$ cat config.mk
export PLATFORM = sky130hd
export DESIGN_NAME = axi_slv_wr_responder
export DESIGN_NICKNAME = d
export VERILOG_FILES = /design/src/rtl/axi_slv_wr_responder.sv
export SDC_FILE = /design/constraint.sdc
export NUM_CORES = 1
export LEC_CHECK = 0
export BUFFER_PORTS_ARGS = -buffer_cell sky130_fd_sc_hd__clkbuf_2
export CAP_MARGIN = 20
export CORE_ASPECT_RATIO = 1.1
export CORE_UTILIZATION = 50
export CTS_CLUSTER_SIZE = 14
export DETAILED_ROUTE_END_ITERATION = 12
export HOLD_SLACK_MARGIN = 0.02
export PLACE_DENSITY = 0.85
export RECOVER_POWER = 100
export REMOVE_ABC_BUFFERS = 1
export SYNTH_ARGS = -nofsm -noshare
export SYNTH_HDL_FRONTEND = slang
export SYNTH_SLANG_ARGS = --single-unit
$ cat constraint.sdc
create_clock -name aclk -period 3.35 [get_ports aclk]
set_clock_uncertainty 0.2 [all_clocks]
set_input_delay 0.335 -clock aclk [delete_from_list [all_inputs] [get_ports aclk]]
set_output_delay 0.335 -clock aclk [all_outputs]
set_load 0.005 [all_outputs]
$ cat src/rtl/axi_slv_wr_responder.sv
// rtl/axi_slv_wr_responder.sv - AXI write slave model: AW queue, W burst checker, B response queue, LFSR WREADY throttle
module axi_slv_wr_responder #(
  parameter int          AXI_ID_W        = 4,
  parameter int          AXI_DATA_W      = 32,
  parameter int          SLV_OSTDREQ_NUM = 4,
  parameter int          SLV_BRESP_NUM   = 4,
  parameter logic [15:0] LFSR_SEED       = 16'hACE1
) (
  input  logic                    aclk,
  input  logic                    srst,
  input  logic                    in_awvalid,
  output logic                    out_awready,
  input  logic [AXI_ID_W-1:0]     in_awid,
  input  logic [7:0]              in_awlen,
  input  logic                    in_wvalid,
  output logic                    out_wready,
  input  logic                    in_wlast,
  input  logic [AXI_ID_W-1:0]     in_wid,
  input  logic [AXI_DATA_W-1:0]   in_wdata,
  input  logic [AXI_DATA_W/8-1:0] in_wstrb,
  output logic                    out_bvalid,
  input  logic                    in_bready,
  output logic [AXI_ID_W-1:0]     out_bid,
  output logic [1:0]              out_bresp,
  input  logic                    throttle_en,
  output logic [15:0]             err_cnt,
  output logic [15:0]             burst_cnt
);

  localparam int AW_PW = $clog2(SLV_OSTDREQ_NUM);
  localparam int B_PW  = $clog2(SLV_BRESP_NUM);

  logic [AW_PW:0]        r_aw_wr, r_aw_rd;
  logic [AXI_ID_W-1:0]   r_aw_id  [SLV_OSTDREQ_NUM];
  logic [7:0]            r_aw_len [SLV_OSTDREQ_NUM];
  logic [B_PW:0]         r_b_wr, r_b_rd;
  logic [AXI_ID_W-1:0]   r_b_id   [SLV_BRESP_NUM];
  logic [1:0]            r_b_resp [SLV_BRESP_NUM];
  logic [7:0]            r_beat_cnt;
  logic                  r_burst_err;
  logic [15:0]           r_err_cnt, r_burst_cnt;
  logic [15:0]           r_lfsr;

  logic                  w_aw_empty, w_aw_full, w_b_empty, w_b_full;
  logic                  w_aw_push, w_w_hs, w_b_pop, w_close, w_at_len, w_id_mis, w_resp_err;
  logic [AXI_ID_W-1:0]   w_head_id;
  logic [7:0]            w_head_len;
  logic [1:0]            w_resp;
  logic                  w_lfsr_fb;
  logic                  w_unused;

  assign w_unused = ^{in_wdata, in_wstrb};

  assign w_aw_empty = (r_aw_wr == r_aw_rd);
  assign w_aw_full  = (r_aw_wr[AW_PW] != r_aw_rd[AW_PW]) &&
                      (r_aw_wr[AW_PW-1:0] == r_aw_rd[AW_PW-1:0]);
  assign w_b_empty  = (r_b_wr == r_b_rd);
  assign w_b_full   = (r_b_wr[B_PW] != r_b_rd[B_PW]) &&
                      (r_b_wr[B_PW-1:0] == r_b_rd[B_PW-1:0]);

  assign w_head_id  = r_aw_id[r_aw_rd[AW_PW-1:0]];
  assign w_head_len = r_aw_len[r_aw_rd[AW_PW-1:0]];

  assign out_awready = !w_aw_full;
  assign out_wready  = !w_aw_empty && !w_b_full && (!throttle_en || r_lfsr[0]);
  assign out_bvalid  = !w_b_empty;
  // Head fields are masked while empty so the idle/reset value is zero.
  assign out_bid     = w_b_empty ? '0 : r_b_id[r_b_rd[B_PW-1:0]];
  assign out_bresp   = w_b_empty ? 2'b00 : r_b_resp[r_b_rd[B_PW-1:0]];
  assign err_cnt     = r_err_cnt;
  assign burst_cnt   = r_burst_cnt;

  assign w_aw_push  = in_awvalid && out_awready;
  assign w_w_hs     = in_wvalid && out_wready;
  assign w_b_pop    = out_bvalid && in_bready;
  assign w_at_len   = (r_beat_cnt == w_head_len);
  assign w_id_mis   = (in_wid != w_head_id);
  assign w_close    = w_w_hs && (in_wlast || w_at_len);
  // A WLAST that disagrees with the length boundary is an error either way.
  assign w_resp_err = (in_wlast != w_at_len) || r_burst_err || w_id_mis;
  assign w_resp     = w_resp_err ? 2'b10 : 2'b00;
  assign w_lfsr_fb  = r_lfsr[15] ^ r_lfsr[13] ^ r_lfsr[12] ^ r_lfsr[10];

  always_ff @(posedge aclk) begin
    if (w_aw_push) begin
      r_aw_id[r_aw_wr[AW_PW-1:0]]  <= in_awid;
      r_aw_len[r_aw_wr[AW_PW-1:0]] <= in_awlen;
    end
    if (w_close) begin
      r_b_id[r_b_wr[B_PW-1:0]]   <= w_head_id;
      r_b_resp[r_b_wr[B_PW-1:0]] <= w_resp;
    end
  end

  always_ff @(posedge aclk) begin
    if (srst) begin
      r_aw_wr     <= '0;
      r_aw_rd     <= '0;
      r_b_wr      <= '0;
      r_b_rd      <= '0;
      r_beat_cnt  <= '0;
      r_burst_err <= 1'b0;
      r_err_cnt   <= '0;
      r_burst_cnt <= '0;
      r_lfsr      <= LFSR_SEED;
    end else begin
      r_lfsr <= {r_lfsr[14:0], w_lfsr_fb};
      if (w_aw_push) r_aw_wr <= r_aw_wr + 1'b1;
      if (w_b_pop)   r_b_rd  <= r_b_rd + 1'b1;
      if (w_close) begin
        r_aw_rd     <= r_aw_rd + 1'b1;
        r_b_wr      <= r_b_wr + 1'b1;
        r_beat_cnt  <= '0;
        r_burst_err <= 1'b0;
        r_burst_cnt <= r_burst_cnt + 16'd1;
        if (w_resp_err && (r_err_cnt != 16'hFFFF)) r_err_cnt <= r_err_cnt + 16'd1;
      end else if (w_w_hs) begin
        r_beat_cnt  <= r_beat_cnt + 8'd1;
        r_burst_err <= r_burst_err || w_id_mis;
      end
    end
  end

endmodule
==> run summary, run 1 <==
The worst supply voltage drop on vdd is 0.3721 mV. The async set or reset register ratio after synthesis came out at 0. Clock tree synthesis inserted a total of 17 buffers. Summing all flip-flop and latch instances after layout gives 3508 sq um. The slack of the worst reg-to-reg path is 20 ps. The highest net fanout along the worst path is 13. After filler insertion, the fill cell instance count of the layout stands at 804. The die is 115.1 um tall. The clock tree from TritonCTS is done.

The final layout contains 623 nets. The pin count of the biggest net entering global routing is 52. For this block, the routed nets add up to 11.42 mm of wire. The full die area is 12050 sq um.

The fmax came out at 300.4 MHz. The setup slack of the critical path after layout is 21.46 ps. The combinational family with the most area after synthesis is simple AND/OR/NAND/NOR gates.

The total number of clock tree sinks is 141. The number of buffers added on ports is 62. The number of pins with negative max-slew slack in the final report came out at 0. After synthesis the netlist holds a flip-flop and latch count of 141. The cell count after synthesis came out at 451. In the synthesized netlist the dominant register cell turns out to be dfxtp_1. The total power per unit cell area came out at 576.2 nW/um^2. Once detail routing completed, the nets flagged for antenna violations numbered 0.

The initial core utilization is 0.5229. The critical path in this run is classified as reg2reg. Summed over all cells, the static leakage comes to 0.002731 uW. The CTS H-tree depth came out at 4. Of the total synthesized cell area, the portion taken by AND, OR, NAND and NOR gates is 0.1508. Data on the critical path arrives at its endpoint at 3450 ps. The multiplexer share of the synthesized area came out at 0.07775. The area inside the core boundary came out at 11110 sq um. The hold violation count in the final report came out at 0. In the final layout, the multi-input gates occupy 2211 sq um. For the pin with the worst max-slew slack, the measured transition is 1047 ps. The initialized floorplan defines 40 standard-cell rows. The final RePlAce weighted congestion is 0.8012.

In the global route stage, overall resource usage came out at 0.1951. Clock tree synthesis selected as its root buffer the cell clkbuf_16. Setup repair after global routing could not meet its margin everywhere. The worst hold path startpoint is in_bready. Across all layers, the routed design uses 3838 vias.

The kind of path behind the tightest hold check is in2reg. The worst setup path is captured at a flip-flop. The wire length per cell after detailed routing came out at 16.08 um. The antenna cell count came out at 0. The number of global-route vias before repair is 3852. STA classifies the critical path startpoint as a flip-flop.

The area growth from synthesis to layout is 23.58%. The post-synthesis cell area came out at 5809 sq um. The share of the yosys chip area belonging to registers is 0.6031. The warning count from the yosys run came out at 0.

The setup slack after placement came out at -73.83 ps. The maximum root-to-sink buffer count is 2. The adder and majority gate portion of the synthesized area came out at 0.03015. The number of remaining DRC errors is 0.

The number of max-cap violations came out at 0. Counting cells, the worst reg-to-reg path comes to 11. The clock network latency to the later pin of the worst-skew pair is 420 ps. Setup violations remaining at the end of the flow were counted as 0.

The count of flip-flops with a built-in enable after synthesis is 68. The clock-pin slew of the registers on the worst-case setup and hold paths is 60 ps. The share of post-route cells with drive strength above 1 is 0.2629. The flow ran to the end, and the final reports show no timing, DRC or antenna violations. The compound-cell area share of the yosys netlist is 0.03403. The post-layout minimum cycle time is 3329 ps. The die width came out at 104.8 um. The share of the synthesized netlist area taken by xor and xnor gates is 0.07818. The number of iterations in the first detailed-routing pass came out at 5.

The top-level port count is 100. The number of cells on the worst hold path is 3. The post-detailed-placement half-perimeter wirelength is 7.254 mm. The final worst-path cycle share is 0.9936. The initial antenna violation count is 0. The final sum of negative setup slack is 0 ps.

The mean post-synth cell area came out at 12.88 sq um. At the worst endpoint, the required time is 3470 ps. The number of different library cells used by synthesis comes to 43. The residual overflow from global routing came out at 0.

The first global-routing pass estimated 18.12 mm of wire. The endpoint identified for the worst register-to-register timing path is err_cnt[3]. The detailed router finished its first iteration with 271 violations. The average vias per placed instance came out at 5.406. In this run the tightest slew margin relative to its limit is 0.3023.
==> final cells by class <==
class	instances	area share
sequential	141	0.4887
multi-input combinational	281	0.3079
timing repair buffer	99	0.09167
clock buffer	18	0.05978
tap	147	0.02562
clock inverter	14	0.02109
inverter	10	0.005228
==> worst max-delay path, stage by stage, from the launching register on <==
cell and delay, ps:
dfxtp_4 370, buf_12 120, mux4_2 510, xor2_1 170, nor4_2 330, nand2_1 120
ha_2 210, nor4b_4 370, o211ai_4 160, buf_6 170, or3_1 340, a21oi_1 150
==> layout by cell type, fill, tap and decap left out, types with 3 or more instances in the layout <==
cell	count
a21oi_1	14
a21oi_2	3
and2_1	10
and2_4	4
and3_1	12
and4_1	3
buf_4	17
buf_6	4
bufinv_16	3
clkbuf_1	13
clkbuf_16	18
clkbuf_2	50
clkinv_1	3
clkinv_2	5
dfxtp_1	71
dlygate4sd3_1	12
edfxtp_1	68
ha_1	13
inv_1	10
mux2i_1	4
mux4_2	15
nand2_1	14
nand3_1	11
nand4_1	18
nor2_1	36
nor2b_1	9
nor3_1	10
o21ai_0	5
o21ai_1	8
or2_2	8
or3_1	12
xnor2_1	17
xor2_1	33
==> layer usage <==
layer  vias up  GRT usage  share of wire
li1       1826          -              -
met1      1884     0.2339           0.44
met2       103     0.3298           0.50
met3        25    0.05782          0.036
met4         0    0.08545          0.023
met5         -          0              0
==> report_power, final <==
part           switching (uW)  leakage [uW]  total [uW]  internal, uW
logic                     190       0.00122         370           180
clock network             692      0.000286        1850          1160
registers                40.0       0.00122        1920          1880
total                     923       0.00273        4140          3210
==> cell families (layout without fill, tap and decap cells) <==
family	Yosys count	count (layout)
AOI/OAI and AO/OA	34	34
xor gates and xnor gates	51	51
adders and majority gates	14	14
buffers and inverters	29	141
DFF	141	141
muxes	23	23
other	1	1
and+or+nand+nor	158	158
==> through the flow <==
step | instances | util | power, uW | area [sq um] | hold slack, ps
after floorplan | 432 | - | 2146 | 5699 | 189.5
after global placement | 655 | 0.5680 | 2255 | 6311 | 193.9
after detailed placement | 655 | 0.5680 | 2276 | 6311 | 202.2
after CTS | 699 | 0.6319 | 4126 | 7020 | 31.85
after global routing | 710 | 0.6462 | 4279 | 7179 | 34.54
final | 710 | 0.6462 | 4137 | 7179 | 43.44
==> worst max path at each step <==
stage | slack, ps | cells after the start | to
6_report | 20 | 11 | err_cnt[3]
5_1_grt | -100 | 12 | err_cnt[9]
4_1_cts | 30 | 11 | err_cnt[7]
3_5_place_dp | -70 | 12 | burst_cnt[6]
3_3_place_gp | -40 | 11 | burst_cnt[13]
2_1_floorplan | -1110 | 9 | err_cnt[13]
==> synth_stat cells, types with 2 or more instances <==
| cell | instances | area share |
|---|---|---|
| nor3_1 | 11 | 0.0095 |
| mux2i_1 | 5 | 0.0086 |
| edfxtp_1 | 68 | 0.35 |
| nor2_1 | 36 | 0.023 |
| o21ai_1 | 8 | 0.0069 |
| inv_1 | 10 | 0.0065 |
| or2_2 | 9 | 0.0097 |
| and4_1 | 3 | 0.0045 |
| mux4_1 | 2 | 0.0090 |
| nand2_1 | 14 | 0.0090 |
| xor2_1 | 33 | 0.050 |
| and3_1 | 12 | 0.013 |
| nand3_1 | 11 | 0.0095 |
| and2_1 | 14 | 0.015 |
| xnor2_1 | 17 | 0.026 |
| a21oi_1 | 17 | 0.015 |
| nor4_1 | 2 | 0.0022 |
| buf_6 | 2 | 0.0039 |
| o21ai_0 | 5 | 0.0043 |
| dfxtp_1 | 73 | 0.25 |
| mux4_2 | 15 | 0.058 |
| or3_1 | 13 | 0.014 |
| nor2b_1 | 9 | 0.0097 |
| ha_1 | 14 | 0.030 |
| buf_2 | 3 | 0.0026 |
| clkbuf_1 | 11 | 0.0071 |
| nand4_1 | 18 | 0.019 |
==> sequential cells by signal, indices dropped and copies added (netlist names), named ones only <==
| name | flops |
|---|---|
| burst_cnt | 16 |
| err_cnt | 16 |
| r_aw_id | 16 |
| r_aw_len | 32 |
| r_aw_rd | 3 |
| r_aw_wr | 3 |
| r_b_id | 16 |
| r_b_rd | 3 |
| r_b_resp | 4 |
| r_b_wr | 3 |
| r_beat_cnt | 8 |
| r_burst_err | 1 |
| r_lfsr | 16 |
==> repair_timing <==
item,in CTS,in global routing
buffers inserted,0,9
hold buffers,12,0
setup endpoints to repair,16,58
gates cloned,0,2
gates resized for setup,3,24
endpoints found under the hold margin,48,0
pin swaps,2,11
No activity file was read; power rests on OpenSTA's default activity.
==> run 2, diff against run 1 <==
CELL_PAD_IN_SITES_DETAIL_PLACEMENT = 0   (was default)
CELL_PAD_IN_SITES_GLOBAL_PLACEMENT = 1   (was default)
CORE_UTILIZATION = 45   (was 50)
PLACE_DENSITY = 0.89   (was 0.85)
clock period = 3.1 ns   (was 3.35 ns; I/O delays follow)
==> run summary, run 2 (synthesized netlist as in run 1, its figures left out) <==
The number of global-route vias before repair is 3686 (was 3852). The layout overhead on the synthesized area is 24.79% (was 23.58%). The number of remaining DRC errors came out at 0 (unchanged).

The final worst-path cycle share came out at 1.082 (was 0.9936). The worst reg2reg path depth was 12 (was 11). The delay contributed by the slowest stage of the critical path came to 510 ps (about the same). The overall global routing resource usage was 0.1793 (was 0.1951). The most frequent standard cell in the layout excluding fill and tap cells is dfxtp_1 (unchanged).

Most frequent cells in the layout: dfxtp_1, edfxtp_1, nor2_1, clkbuf_1, xor2_1 (was dfxtp_1, edfxtp_1, clkbuf_2, nor2_1, xor2_1). The antenna cell count came out at 0 (unchanged). The average vias per placed instance came out at 5.239 (was 5.406). The row count came out at 43 (was 40). The leakage power summed over all cells came to 0.002696 uW (was 0.002731 uW). The worst supply voltage drop on vdd came out at 0.3549 mV (was 0.3721 mV). The CTS H-tree depth is 4 (unchanged). The kind of path behind the tightest hold check is reg2reg (was in2reg). The number of CTS-inserted buffers came to 17 (unchanged).

The post-detailed-placement half-perimeter wirelength came out at 7.176 mm (was 7.254 mm). The number of DRC violations after detailed-routing iteration 0 was 113 (was 271). The hold violation count in the final report came to 0 (unchanged). The slowest cell on the critical path is mux4_2 (unchanged). The number of buffers added on ports came out at 62 (unchanged). The total via count after detailed routing came out at 3788 (was 3838).

The residual overflow from global routing was 0 (unchanged). The type of destination of the critical path is a flip-flop (unchanged). Result of the run: complete, but fails checks (was finished clean). The end point of the critical path was err_cnt[8] (was err_cnt[3]). The number of max-cap violations is 0 (unchanged). The clock network latency to the later pin of the worst-skew pair is 410 ps (was 420 ps). The full die area was 13370 sq um (was 12050 sq um).

The highest net fanout along the worst path is 10 (was 13). The wire length per cell after detailed routing came out at 15.41 um (was 16.08 um). The post-placement cell count came out at 669 (was 655).

The final RePlAce weighted congestion came out at 0.7703 (was 0.8012). The actual transition at the worst max-transition pin came out at 761.4 ps (was 1047 ps). The number of nets with antenna violations after detailed routing came out at 0 (unchanged). The root buffer cell was clkbuf_16 (unchanged).

The terminus of the critical flop-to-flop path is err_cnt[8] (was err_cnt[3]). The clock-pin slew of the registers on the worst-case setup and hold paths came out at 60 ps (about the same). The flip-flop count of the largest register after layout is 32 (unchanged). The initial core utilization came out at 0.4614 (was 0.5229). The post-route cell area is 7249 sq um (was 7179 sq um).

The pin count of the biggest net entering global routing was 40 (was 52). The buffering stage count on the worst path with inverters included is 3 (was 2). The post-layout minimum cycle time is 3354 ps (was 3329 ps). The number of iterations in the first detailed-routing pass is 4 (was 5). The die width is 110.3 um (was 104.8 um). The setup slack of the critical path after layout is -254.1 ps (was 21.46 ps). The share of post-route cells with drive strength above 1 came out at 0.2297 (was 0.2629). The maximum root-to-sink buffer count came out at 2 (unchanged). The number of nets in the layout was 626 (was 623). The top-level port count is 100 (unchanged). The slack of the worst reg-to-reg path came out at -250 ps (was 20 ps). The number of setup violations in the final report is 38 (was 0). The number of pins with negative max-slew slack in the final report is 0 (unchanged). The kind of critical path is reg2reg (unchanged). The setup slack after placement is -309.4 ps (was -73.83 ps). Critical Path, Cell by Cell: buf_12 -> mux4_2 -> xor2_1 -> nor4_2 -> nand2_1 -> ha_2 -> nor4b_4 -> buf_4 -> o211ai_4 -> clkbuf_16 -> or3_1 -> a21oi_1 (was buf_12 -> mux4_2 -> xor2_1 -> nor4_2 -> nand2_1 -> ha_2 -> nor4b_4 -> o211ai_4 -> buf_6 -> or3_1 -> a21oi_1). The worst path required time is 3240 ps (was 3470 ps).

The routed wire length is 11.14 mm (was 11.42 mm). The initial antenna violation count came out at 0 (unchanged). The fmax came out at 298.1 MHz (was 300.4 MHz). The area after detailed placement is 6391 sq um (was 6311 sq um).

The final reports fail on setup timing. The global-route wire length before repair is 17.91 mm (was 18.12 mm). The type of origin of the critical path is a flip-flop (unchanged). The total power per unit cell area is 609.0 nW/um^2 (was 576.2 nW/um^2). Setup repair after global routing missed its margin: yes (unchanged). The logic depth of the worst path, buffers included is 12 (was 11). The area inside the core boundary is 12590 sq um (was 11110 sq um).

The total number of clock tree sinks was 141 (unchanged). The worst slew slack as a fraction of its limit came out at 0.4924 (was 0.3023). The post-route non-filler standard cell count is 723 (was 710).

The overall power of the completed layout is 4415 uW (was 4137 uW). The vertical extent of the die came to 121.2 um (was 115.1 um). The cell family with the largest share of critical-path delay was simple AND/OR/NAND/NOR gates (unchanged).

The clock tree from TritonCTS is done (unchanged). The final sum of negative setup slack came to -4433 ps (was 0 ps). The critical path arrival is 3500 ps (was 3450 ps).
## run 2: cell count changes in the layout (fill, tap and decap cells not counted), moves of 4 or more
cell and delta:
and2_0 +4, clkbuf_2 -23, clkbuf_1 +23, clkbuf_8 +4
and2_1 -4
## run 2: repair_timing
action	CTS	global route
setup endpoints to repair	63	68
pin swaps	4	6
setup buffers	6	1
cloned	1	1
hold endpoints to repair	50	0
hold buffers	13	0
resized for setup	19	14
## run 2: worst min-delay path by stage
stage | start | endpoint | slack [ps] | cells after the start
floorplan | srst | r_lfsr[1] | 180 | 1
global placement | r_lfsr[14] | r_lfsr[15] | 200 | 1
detailed placement | r_lfsr[5] | r_lfsr[6] | 190 | 1
CTS | in_awvalid | r_aw_wr[0] | 160 | 4
global route | r_lfsr[5] | r_lfsr[6] | 210 | 1
finish | r_lfsr[5] | r_lfsr[6] | 210 | 1
## run 2: per-layer routing
layer / wire length [um] / track usage / up-vias / share of wire
li1: - / - / 1837 / -
met1: 4772 / 0.2205 / 1880 / 0.43
met2: 5933 / 0.2981 / 62 / 0.53
met3: 322 / 0.04565 / 9 / 0.029
met4: 111 / 0.07237 / 0 / 0.010
met5: 0 / 0 / - / 0
## run 2: stage by stage
step	utilization	hold slack (ps)
after floorplan	-	176.7
after global placement	0.5077	198.1
after detailed placement	0.5077	192.9
after CTS	0.5731	156.7
after global routing	0.5758	212.4
final	0.5758	205.6
## run 2: area by class of cell
cell class / instances / area, sq um
clock inverter: 7 / 48.80
tap: 157 / 196.4
inverter: 10 / 37.54
fill: 1009 / 5340
sequential: 141 / 3505
clock buffer: 25 / 538.0
timing repair buffer: 102 / 700.7
multi-input combinational: 281 / 2223
## run 2: report_power, final
part / switching [uW] / internal (uW) / total [uW] / leakage (uW)
logic: 202 / 199 / 401 / 0.00118
registers: 42.0 / 2030 / 2070 / 0.00122
clock network: 734 / 1210 / 1940 / 0.000294
## run 2: worst reg2reg max path, cell delays in order (launching register included)
cell	delay [ps]
dfxtp_2	340
buf_12	130
mux4_2	520
xor2_1	160
nor4_2	290
nand2_1	140
ha_2	210
nor4b_4	290
buf_4	190
o211ai_4	130
clkbuf_16	200
or3_1	340
a21oi_1	150
==> run 3, diff against run 2 <==
CORE_UTILIZATION = 48   (was 45)
CTS_CLUSTER_SIZE = 24   (was 14)
PLACE_DENSITY = 0.94   (was 0.89)
clock period = 4.21 ns   (was 3.1 ns; I/O delays follow)
==> run summary, run 3 (synthesized netlist as in run 1, its figures left out) <==
The CTS H-tree depth came out at 4 (unchanged). The clock tree from TritonCTS is done (unchanged). The number of CTS-inserted buffers is 17 (unchanged). The number of setup violations in the final report is 0 (was 38). The antenna cell count came out at 0 (unchanged). The number of buffers added on ports is 62 (unchanged).

The area after detailed placement came out at 6247 sq um (was 6391 sq um). The number of DRC violations after detailed-routing iteration 0 is 184 (was 113). The number of remaining DRC errors was 0 (unchanged). The kind of critical path is reg2reg (unchanged). Result of the run: complete, but fails checks (unchanged). The number of global-route vias before repair came out at 3656 (was 3686). The worst hold path startpoint is in_awlen[4] (was r_lfsr[5]). The fill cell instance count of the final layout came out at 908 (was 1009). The post-layout minimum cycle time is 3880 ps (was 3354 ps). The area taken by multi-input logic gates is 2158 sq um (was 2223 sq um). The final worst-path cycle share came out at 0.9217 (was 1.082). The kind of path behind the tightest hold check is in2reg (was reg2reg). The clock-pin slew of the registers on the worst-case setup and hold paths was 60 ps (about the same). The area inside the core boundary came to 11640 sq um (was 12590 sq um).

The number of nets in the layout came out at 595 (was 626). The vertical extent of the die came out at 117.4 um (was 121.2 um). The average vias per placed instance was 5.229 (was 5.239). Violations in the final reports: capacitance limit, slew limit (was setup timing). The type of origin of the critical path is a flip-flop (unchanged). The type of destination of the critical path is a flip-flop (unchanged). The number of max-cap violations was 1 (was 0). The most frequent standard cell in the layout excluding fill and tap cells is dfxtp_1 (unchanged). The overall global routing resource usage came to 0.1797 (was 0.1793). The actual transition at the worst max-transition pin came out at 1613 ps (was 761.4 ps). The worst path required time came out at 4320 ps (was 3240 ps). The critical path arrival is 3990 ps (was 3500 ps). The flip-flop count of the largest register after layout came to 32 (unchanged).

The maximum root-to-sink buffer count came out at 2 (unchanged). The total number of clock tree sinks came out at 141 (unchanged). The full die area is 12550 sq um (was 13370 sq um). The number of pins with negative max-slew slack in the final report is 42 (was 0). The fmax came to 257.7 MHz (was 298.1 MHz). The global-route wire length before repair is 17.46 mm (was 17.91 mm).

The worst hold endpoint is r_aw_len[2][4] (was r_lfsr[6]). The number of iterations in the first detailed-routing pass came to 4 (unchanged). The initial core utilization came to 0.4989 (was 0.4614). The routed wire length came out at 10.41 mm (was 11.14 mm). The highest net fanout along the worst path came to 16 (was 10). The core occupancy in the finished layout is 0.5853 (was 0.5758).

The root buffer cell is clkbuf_16 (unchanged). The top-level port count is 100 (unchanged). Most frequent cells in the layout: dfxtp_1, edfxtp_1, nor2_1, clkbuf_1, clkbuf_2 (was dfxtp_1, edfxtp_1, nor2_1, clkbuf_1, xor2_1). The share of post-route cells with drive strength above 1 is 0.1757 (was 0.2297). The number of nets with antenna violations after detailed routing is 0 (unchanged).

The pin count of the biggest net entering global routing came out at 42 (was 40). The hold violation count in the final report is 0 (unchanged). The count of instances resized after the clock tree is built is 0 (was 19). The residual overflow from global routing came to 0 (unchanged).

The clock network latency to the later pin of the worst-skew pair came to 410 ps (about the same). The slack of the worst reg-to-reg path came out at 330 ps (was -250 ps). The worst slew slack as a fraction of its limit came to -0.07544 (was 0.4924). The post-route cell area came to 6815 sq um (was 7249 sq um). The total power per unit cell area was 468.7 nW/um^2 (was 609.0 nW/um^2). Setup repair after global routing missed its margin: no (was yes). The row count is 41 (was 43).

The worst reg2reg path depth came out at 10 (was 12). The number of cells on the worst hold path is 1 (unchanged). The initial antenna violation count came out at 0 (unchanged). The total via count after detailed routing is 3582 (was 3788). The terminus of the critical flop-to-flop path is err_cnt[3] (was err_cnt[8]). The post-detailed-placement half-perimeter wirelength is 6.798 mm (was 7.176 mm).

The die width was 106.9 um (was 110.3 um). The worst supply voltage drop on vdd is 0.2166 mV (was 0.3549 mV). The wire length per cell after detailed routing is 15.19 um (was 15.41 um). The final RePlAce weighted congestion came out at 0.7944 (was 0.7703). The leakage power summed over all cells came to 0.002475 uW (was 0.002696 uW).

The area used by sequential logic in the layout is 3503 sq um (was 3505 sq um). The layout overhead on the synthesized area came to 17.32% (was 24.79%).
==> run 3: changes by cell type in the layout (fill, tap and decap cells not counted), sizes merged <==
cell         before  now
dlygate4sd3      13    4
clkinv            5    4
clkinvlp          0    2
buf              27    1
inv              12   14
bufinv            0    1
==> run 3: critical path, cell delays in order (launching register included) <==
cell and delay, ps:
dfxtp_1 620, mux4_2 590, xor2_1 170, nor4_1 390
nand2_1 120, ha_1 220, nor4b_4 420, o211ai_4 230
clkbuf_2 270, or3_1 380, a21oi_1 160
==> run 3: metrics by stage <==
| stage | cells | worst slack [ps] | TNS [ps] | power (uW) | hold WS, ps |
|---|---|---|---|---|---|
| 2_1_floorplan | 432 | -247.4 | -1689 | 1708 | 189.5 |
| 3_3_place_gp | 649 | 486.9 | 0 | 1789 | 193.8 |
| 3_5_place_dp | 649 | 407.5 | 0 | 1799 | 193.9 |
| 4_1_cts | 685 | 336.5 | 0 | 3228 | 21.54 |
| 5_1_grt | 685 | 88.07 | 0 | 3321 | 89.16 |
| 6_report | 685 | 329.8 | 0 | 3194 | 75.11 |
==> run 3: where the power goes <==
part	total (uW)	switching, uW	internal, uW
combinational	240	131	109
sequential	1530	34.2	1500
clock	1430	556	870
total	3190	721	2470
==> run 3: layout make-up <==
| class | instances | share of cell area |
|---|---|---|
| clock buffers | 21 | 0.06921 |
| repair buffers | 71 | 0.05140 |
| flip-flops and latches | 141 | 0.5140 |
| multi-input cells | 281 | 0.3167 |
| clock inverters | 11 | 0.01560 |
| well taps | 150 | 0.02754 |
| inverters | 10 | 0.005508 |
==> run 3: worst max path at each step <==
stage                    from  depth (start not counted)     endpoint
global placement    flip-flop                         10  err_cnt[12]
CTS                 flip-flop                         10   err_cnt[3]
global route        flip-flop                         10   err_cnt[3]
detailed placement  flip-flop                         10   err_cnt[3]
finish              flip-flop                         10   err_cnt[3]
floorplan           flip-flop                          9  err_cnt[13]
==> run 3: per-layer routing <==
layer	vias to the layer above	GRT usage	wire, um
met5	-	0	0
met4	0	0.07620	157
met3	14	0.05281	443
met2	72	0.2948	5347
met1	1727	0.2192	4457
li1	1769	-	-
==> run 3: timing repair <==
action | in CTS | in global routing
buffers inserted | 0 | 0
hold buffers | 4 | 0
endpoints found under the hold margin | 16 | 0
